--- config.mk ---
export PLATFORM = sky130hd
export DESIGN_NAME = ceespu_dmem_arbiter_flat
export DESIGN_NICKNAME = d
export VERILOG_FILES = /design/src/rtl/ceespu_dmem_arbiter_if.sv /design/src/rtl/ceespu_dmem_arbiter.sv /design/src/flat_wrapper.sv
export SDC_FILE = /design/constraint.sdc
export NUM_CORES = 1
export LEC_CHECK = 0
export BUFFER_PORTS_ARGS = -buffer_cell sky130_fd_sc_hd__buf_2
export CAP_MARGIN = 20
export CORE_MARGIN = 3
export CORE_UTILIZATION = 40
export CTS_BUF_LIST = sky130_fd_sc_hd__clkbuf_8 sky130_fd_sc_hd__clkbuf_16
export CTS_CLUSTER_SIZE = 40
export DETAILED_ROUTE_END_ITERATION = 8
export MAX_ROUTING_LAYER = met4
export PLACE_DENSITY = 0.79
export SLEW_MARGIN = 5
export SYNTH_ARGS = -nofsm -noshare
export SYNTH_HDL_FRONTEND = slang
export SYNTH_SLANG_ARGS = --single-unit
--- constraint.sdc ---
create_clock -name clk -period 4.45 [get_ports clk]
set_clock_uncertainty 0.15 [all_clocks]
set_input_delay 0.2225 -clock clk [delete_from_list [all_inputs] [get_ports clk]]
set_output_delay 0.2225 -clock clk [all_outputs]
set_load 0.1 [all_outputs]
--- src/rtl/ceespu_dmem_arbiter_if.sv ---
// Bundle of the CPU, auxiliary-master and RAM-side signals around the dmem arbiter.
// The arbiter takes the slave view; masters and the RAM model take the master view.
interface ceespu_dmem_arbiter_if #(
  parameter int ADDR_W = 16
);
  logic              cpu_en;
  logic [3:0]        cpu_we;
  logic [ADDR_W-1:0] cpu_addr;
  logic [31:0]       cpu_wdata;
  logic [31:0]       cpu_rdata;
  logic              cpu_busy;

  logic              aux_req;
  logic [3:0]        aux_we;
  logic [ADDR_W-1:0] aux_addr;
  logic [31:0]       aux_wdata;
  logic              aux_gnt;
  logic              aux_rvalid;
  logic [31:0]       aux_rdata;

  logic              mem_en;
  logic [3:0]        mem_we;
  logic [ADDR_W-3:0] mem_addr;
  logic [31:0]       mem_wdata;
  logic [31:0]       mem_rdata;

  modport slave (
    input  cpu_en, cpu_we, cpu_addr, cpu_wdata,
    input  aux_req, aux_we, aux_addr, aux_wdata,
    input  mem_rdata,
    output cpu_rdata, cpu_busy,
    output aux_gnt, aux_rvalid, aux_rdata,
    output mem_en, mem_we, mem_addr, mem_wdata
  );

  modport master (
    output cpu_en, cpu_we, cpu_addr, cpu_wdata,
    output aux_req, aux_we, aux_addr, aux_wdata,
    output mem_rdata,
    input  cpu_rdata, cpu_busy,
    input  aux_gnt, aux_rvalid, aux_rdata,
    input  mem_en, mem_we, mem_addr, mem_wdata
  );
endinterface

--- src/rtl/ceespu_dmem_arbiter.sv ---
// Single-port RAM arbiter: CPU has fixed priority, aux is forced through after STARVE_LIMIT lost contests.
// Grant is combinational; read data returns one cycle after accept; a losing master sees busy/no-gnt and holds.
module ceespu_dmem_arbiter #(
  parameter int ADDR_W       = 16,
  parameter int STARVE_LIMIT = 4,
  parameter int CNT_W        = 3
) (
  input  logic                  clk,
  input  logic                  rst,
  ceespu_dmem_arbiter_if.slave  bus
);

  typedef enum logic [1:0] {
    OWN_NONE = 2'd0,
    OWN_CPU  = 2'd1,
    OWN_AUX  = 2'd2
  } owner_t;

  localparam logic [CNT_W-1:0] LIMIT = CNT_W'(STARVE_LIMIT);

  logic [CNT_W-1:0] starve_cnt;
  owner_t           rd_owner;
  logic [31:0]      cpu_rdata_q;
  logic [31:0]      aux_rdata_q;

  logic both_req;
  logic aux_wins;
  logic cpu_wins;
  logic unused_addr_lsbs;

  // Byte lanes are selected by we, so the sub-word address bits carry no information here.
  assign unused_addr_lsbs = ^{bus.cpu_addr[1:0], bus.aux_addr[1:0]};

  always_comb begin
    both_req = bus.cpu_en & bus.aux_req;
    aux_wins = ~rst & bus.aux_req & (~bus.cpu_en | (starve_cnt >= LIMIT));
    cpu_wins = ~rst & bus.cpu_en & ~aux_wins;

    bus.cpu_busy = bus.cpu_en & ~cpu_wins;
    bus.aux_gnt  = aux_wins;

    bus.mem_en    = 1'b0;
    bus.mem_we    = 4'b0000;
    bus.mem_addr  = '0;
    bus.mem_wdata = '0;
    if (aux_wins) begin
      bus.mem_en    = 1'b1;
      bus.mem_we    = bus.aux_we;
      bus.mem_addr  = bus.aux_addr[ADDR_W-1:2];
      bus.mem_wdata = bus.aux_wdata;
    end else if (cpu_wins) begin
      bus.mem_en    = 1'b1;
      bus.mem_we    = bus.cpu_we;
      bus.mem_addr  = bus.cpu_addr[ADDR_W-1:2];
      bus.mem_wdata = bus.cpu_wdata;
    end

    // RAM output is forwarded in the return cycle so neither master pays an extra cycle.
    bus.cpu_rdata  = (rd_owner == OWN_CPU) ? bus.mem_rdata : cpu_rdata_q;
    bus.aux_rdata  = (rd_owner == OWN_AUX) ? bus.mem_rdata : aux_rdata_q;
    bus.aux_rvalid = (rd_owner == OWN_AUX);
  end

  always_ff @(posedge clk) begin
    if (rst) begin
      starve_cnt  <= '0;
      rd_owner    <= OWN_NONE;
      cpu_rdata_q <= '0;
      aux_rdata_q <= '0;
    end else begin
      if (aux_wins) begin
        starve_cnt <= '0;
      end else if (both_req && (starve_cnt < LIMIT)) begin
        starve_cnt <= starve_cnt + 1'b1;
      end

      if (cpu_wins && (bus.cpu_we == 4'b0000)) begin
        rd_owner <= OWN_CPU;
      end else if (aux_wins && (bus.aux_we == 4'b0000)) begin
        rd_owner <= OWN_AUX;
      end else begin
        rd_owner <= OWN_NONE;
      end

      if (rd_owner == OWN_CPU) begin
        cpu_rdata_q <= bus.mem_rdata;
      end
      if (rd_owner == OWN_AUX) begin
        aux_rdata_q <= bus.mem_rdata;
      end
    end
  end

endmodule

--- src/flat_wrapper.sv ---
// flat-port wrapper written by rule: the top's interface ports become plain ports
module ceespu_dmem_arbiter_flat 
#(
  parameter int ADDR_W       = 16,
  parameter int STARVE_LIMIT = 4,
  parameter int CNT_W        = 3
)
  (clk, rst, bus_cpu_en, bus_cpu_we, bus_cpu_addr, bus_cpu_wdata, bus_aux_req, bus_aux_we, bus_aux_addr, bus_aux_wdata, bus_mem_rdata, bus_cpu_rdata, bus_cpu_busy, bus_aux_gnt, bus_aux_rvalid, bus_aux_rdata, bus_mem_en, bus_mem_we, bus_mem_addr, bus_mem_wdata);
  ceespu_dmem_arbiter_if #(.ADDR_W(ADDR_W)) bus_i ();
  input  logic clk;
  input  logic rst;
  input wire logic [$bits(bus_i.cpu_en)-1:0] bus_cpu_en;
  input wire logic [$bits(bus_i.cpu_we)-1:0] bus_cpu_we;
  input wire logic [$bits(bus_i.cpu_addr)-1:0] bus_cpu_addr;
  input wire logic [$bits(bus_i.cpu_wdata)-1:0] bus_cpu_wdata;
  input wire logic [$bits(bus_i.aux_req)-1:0] bus_aux_req;
  input wire logic [$bits(bus_i.aux_we)-1:0] bus_aux_we;
  input wire logic [$bits(bus_i.aux_addr)-1:0] bus_aux_addr;
  input wire logic [$bits(bus_i.aux_wdata)-1:0] bus_aux_wdata;
  input wire logic [$bits(bus_i.mem_rdata)-1:0] bus_mem_rdata;
  output wire logic [$bits(bus_i.cpu_rdata)-1:0] bus_cpu_rdata;
  output wire logic [$bits(bus_i.cpu_busy)-1:0] bus_cpu_busy;
  output wire logic [$bits(bus_i.aux_gnt)-1:0] bus_aux_gnt;
  output wire logic [$bits(bus_i.aux_rvalid)-1:0] bus_aux_rvalid;
  output wire logic [$bits(bus_i.aux_rdata)-1:0] bus_aux_rdata;
  output wire logic [$bits(bus_i.mem_en)-1:0] bus_mem_en;
  output wire logic [$bits(bus_i.mem_we)-1:0] bus_mem_we;
  output wire logic [$bits(bus_i.mem_addr)-1:0] bus_mem_addr;
  output wire logic [$bits(bus_i.mem_wdata)-1:0] bus_mem_wdata;
  assign bus_i.cpu_en = bus_cpu_en;
  assign bus_i.cpu_we = bus_cpu_we;
  assign bus_i.cpu_addr = bus_cpu_addr;
  assign bus_i.cpu_wdata = bus_cpu_wdata;
  assign bus_i.aux_req = bus_aux_req;
  assign bus_i.aux_we = bus_aux_we;
  assign bus_i.aux_addr = bus_aux_addr;
  assign bus_i.aux_wdata = bus_aux_wdata;
  assign bus_i.mem_rdata = bus_mem_rdata;
  assign bus_cpu_rdata = bus_i.cpu_rdata;
  assign bus_cpu_busy = bus_i.cpu_busy;
  assign bus_aux_gnt = bus_i.aux_gnt;
  assign bus_aux_rvalid = bus_i.aux_rvalid;
  assign bus_aux_rdata = bus_i.aux_rdata;
  assign bus_mem_en = bus_i.mem_en;
  assign bus_mem_we = bus_i.mem_we;
  assign bus_mem_addr = bus_i.mem_addr;
  assign bus_mem_wdata = bus_i.mem_wdata;
  ceespu_dmem_arbiter #(.ADDR_W(ADDR_W), .STARVE_LIMIT(STARVE_LIMIT), .CNT_W(CNT_W)) u_core (.clk(clk), .rst(rst), .bus(bus_i));
endmodule
==> flow_summary.rst <==
.. list-table::
   :header-rows: 1

   * - Metric
     - Value
   * - Global-route usage over all layers
     - about 22%
   * - Share of the synthesized area in the top cell type
     - between 30% and 40%
   * - Number of DRC markers after the initial detailed-route iteration
     - 96
   * - Fin. Hold Viols
     - 0
   * - Power density over the cells
     - around 310 nW/um^2
   * - Buffers from clock root to sink, at most
     - 2
   * - Core outline area
     - 8380 um^2
   * - Starting Density
     - between 40 and 50%
   * - Min-Delay Path Class
     - input pin to flop
   * - Top-count cell post-synth
     - dfxtp_1
   * - Worst ir drop on vdd
     - roughly 0.00016 V
   * - Number of slew-limit violations in the final report
     - 0
   * - Yosys Warn Count
     - 0
   * - IO buf count
     - roughly 250
   * - Commonest cells in the synthesized netlist
     - 69 x dfxtp_1, 65 x nor2b_1, 59 x mux2_4
   * - Dominant combinational cell family by area after synthesis
     - multiplexers
   * - Largest cells by area after synthesis
     - dfxtp_1 39%, mux2_4 25%, a22o_1 12%, nor2b_1 12%, buf_6 3.5%
   * - Clock Pin Slew Worst Setup and Hold Paths
     - 0.07 ns
   * - Post-layout nets
     - between 600 and 700
   * - Length of the first detailed-routing pass in iterations
     - 4
   * - Clock sink count
     - 69
   * - Reg2Reg Launch Point
     - u_core.rd_owner[1]
   * - Via count of the first global-routing pass
     - 3274
   * - Utilization after layout
     - 59.7%
   * - WL/cell
     - about 17 um
   * - Stage delay of the slowest cell on the critical path
     - between 0.7 and 0.8 ns
   * - Post-Layout Cell Count
     - approximately 650
   * - Chip width
     - 99.9 um
   * - Adder and majority gate portion of the synthesized area
     - less than 1%
   * - Area fraction in compound gates after synthesis
     - a little over an eighth
   * - CP Launch Type
     - flop
   * - Die footprint
     - 9980 um^2
   * - Unrepaired setup endpoints after global routing
     - no
   * - Reported max-cap violation count
     - 0
   * - Final HPWL from detailed placement
     - between 8 and 9 mm
   * - Crit path cell chain
     - nor2b_4 > nor3b_4 > buf_4 > a22o_1 > buf_2
   * - Total Negative Setup Slacks
     - 0 ns
   * - Number of buffers inserted during clock tree synthesis
     - 9
   * - Number of instances in the synthesized netlist
     - 297
   * - Post-synthesis instance area
     - about 3500 um^2
   * - Layout cell share with drive strength beyond 1
     - between 60% and 70%
   * - Mapped Avg Cell Area
     - 11.9 um^2
   * - Critical path data required time
     - a little over 4 ns
   * - Slew margin rel.
     - 37.0%
   * - Worst slew pin tran
     - ~0.94 ns
   * - Resize count post-CTS
     - 0
   * - Clock latency on the worst-skew pair
     - between 0.3 and 0.4 ns
   * - Fraction of registers with async set or reset after synthesis
     - 0%
   * - Minimum hold slack
     - around 0.04 ns
   * - Cell chosen for the clock root
     - clkbuf_8
   * - Cell type of the slowest stage on the worst timing path
     - nor3b_4
   * - Multiplexer share of the synthesized area
     - between 20% and 30%
   * - Layout area overhead
     - 41.8%
   * - Last weighted congestion value of the routability-driven placer
     - roughly 0.84
   * - Fill cell total of the finished layout
     - between 700 and 800
   * - Instance area after placement
     - approximately 4800 um^2
   * - Die Height
     - approximately 100 um
   * - Start-to-end type of the worst setup path
     - flop to primary output
   * - Total instance count after detailed placement
     - between 600 and 700
   * - Setup repair bufs after CTS
     - 0
   * - Worst reg2reg path depth
     - 4
   * - Number of vias after detailed routing
     - between 3000 and 4000
   * - Per-cell via count in the routed design
     - between 4 and 5
   * - Biggest fanout along the worst timing path
     - 25
   * - Final count of negative-setup-slack endpoints
     - 0
   * - Area fraction in and, or, nand and nor cells after synthesis
     - 14.5%
   * - Min Tclk post-route
     - a little under 3 ns
   * - Number of antenna-violating nets in the routed design
     - 0
   * - Hold Crit Start
     - bus_cpu_we[3]
   * - Synthesized Nets
     - approximately 440
   * - Area of all placed cells without fillers
     - between 4000 and 5000 um^2
   * - Peak Freq
     - 337 MHz
   * - TritonCTS clock tree
     - yes
   * - Post-synth top area cell
     - dfxtp_1
   * - First-pass GRT wire length
     - 16.8 mm
   * - Worst r2r dst
     - u_core.aux_rdata_q[22]
   * - Critical path data arrival time
     - between 2 and 3 ns
   * - Pin count of the biggest net entering global routing
     - just over 70
   * - Hold depth
     - 3
   * - Number of top-level pins
     - 258
   * - Number of distinct library cells after synthesis
     - 22
   * - Category of the worst setup path capture point
     - primary output
   * - Overall overflow remaining after global route
     - 0
   * - Sequential share of the synthesized area
     - 39.2%
   * - DRC viols
     - 0
   * - Status
     - completed
   * - Antenna violations before repair
     - 3
   * - H-tree Lvls
     - 3
   * - Fin crit share
     - 66.7%
   * - #FFs+latches synth
     - about 70
   * - Routed WL
     - about 11 mm
   * - Number of enable-type register cells in the synthesized netlist
     - 0
   * - Ys flop type
     - dfxtp_1
   * - Capture endpoint of the worst hold path
     - u_core.rd_owner[0]
   * - Worst-case register-to-register setup slack
     - 2.22 ns
   * - Count of standard-cell rows
     - 33
   * - Total leakage power
     - 2.75 nW
   * - Xor-xnor portion of the synthesized cell area
     - 0%
   * - Number of buffers inserted for hold repair after clock tree synthesis
     - 0
==> where the power goes <==
| group | leakage (nW) | internal [mW] | switching (mW) |
|---|---|---|---|
| combinational | 2.09 | 0.101 | 0.336 |
| clock | 0.106 | 0.297 | 0.213 |
| sequential | 0.556 | 0.622 | 0.00157 |
==> cell type report <==
type,count,area (um^2),area share (%)
multi-input cells,200,1960,39.3
clock buffers,12,165,3.30
repair buffers,259,1310,26.2
well taps,105,131,2.63
inverters,1,3.75,0.0751
flip-flops and latches,69,1380,27.6
diodes,4,10.0,0.200
clock inverters,2,33.8,0.676
==> cell usage in the layout (no fill, tap or decap), drive strengths merged, types with 2 or more instances in the layout <==
master and count:
nand3 2, nor2 3, nor4 2, mux2 65
a22o 50, and2 2, nor2b 66, dfxtp 69
a21oi 2, diode 4, inv 2, buf 259
nand2b 3, clkbuf 12
==> worst max-delay path: cells and delay by family (launching register included) <==
| family | cells | cell delay, ns |
|---|---|---|
| simple gates | 2 | 0.85 |
| compound gates | 1 | 0.17 |
| buf+inv | 2 | 0.78 |
| flops | 1 | 0.44 |
==> cell families after synthesis <==
group	after synthesis
AND/OR/NAND/NOR	80
flip-flops	69
multiplexers	65
AO/OA/AOI/OAI	54
buffers and inverters	28
adder cells (fa/ha/maj)	1
==> per-layer routing <==
layer  vias up  routed length, um  global-route usage, %
li1       1542                  -                      -
met5         -                  0                      -
met1      1490               4200                   24.6
met2       156               5590                   36.4
met3        15               1260                   8.90
met4         0                162                   6.93
==> registers in the layout (all words and copies together), names as in the netlist <==
signal              count
u_core.aux_rdata_q     32
u_core.cpu_rdata_q     32
u_core.rd_owner         2
u_core.starve_cnt       3
==> metrics by stage <==
step | setup WS [ns] | total power, mW
after floorplan | 2.05 | 0.967
after global placement | 1.91 | 1.07
after detailed placement | 1.84 | 1.07
after CTS | 1.44 | 1.59
after global routing | 1.31 | 1.62
final | 1.48 | 1.57
==> worst max-delay path by stage <==
stage,slack (ns),from,to,cells past startpoint
floorplan,2.05,rst,bus_mem_en,4
finish,1.48,u_core.starve_cnt[2],bus_mem_wdata[29],5
global route,1.31,u_core.starve_cnt[2],bus_mem_wdata[29],5
detailed placement,1.84,u_core.starve_cnt[2],bus_mem_wdata[29],5
global placement,1.91,bus_cpu_en,bus_mem_addr[2],6
CTS,1.44,u_core.starve_cnt[2],bus_mem_wdata[29],5
Power figures use the tool's default switching activity.
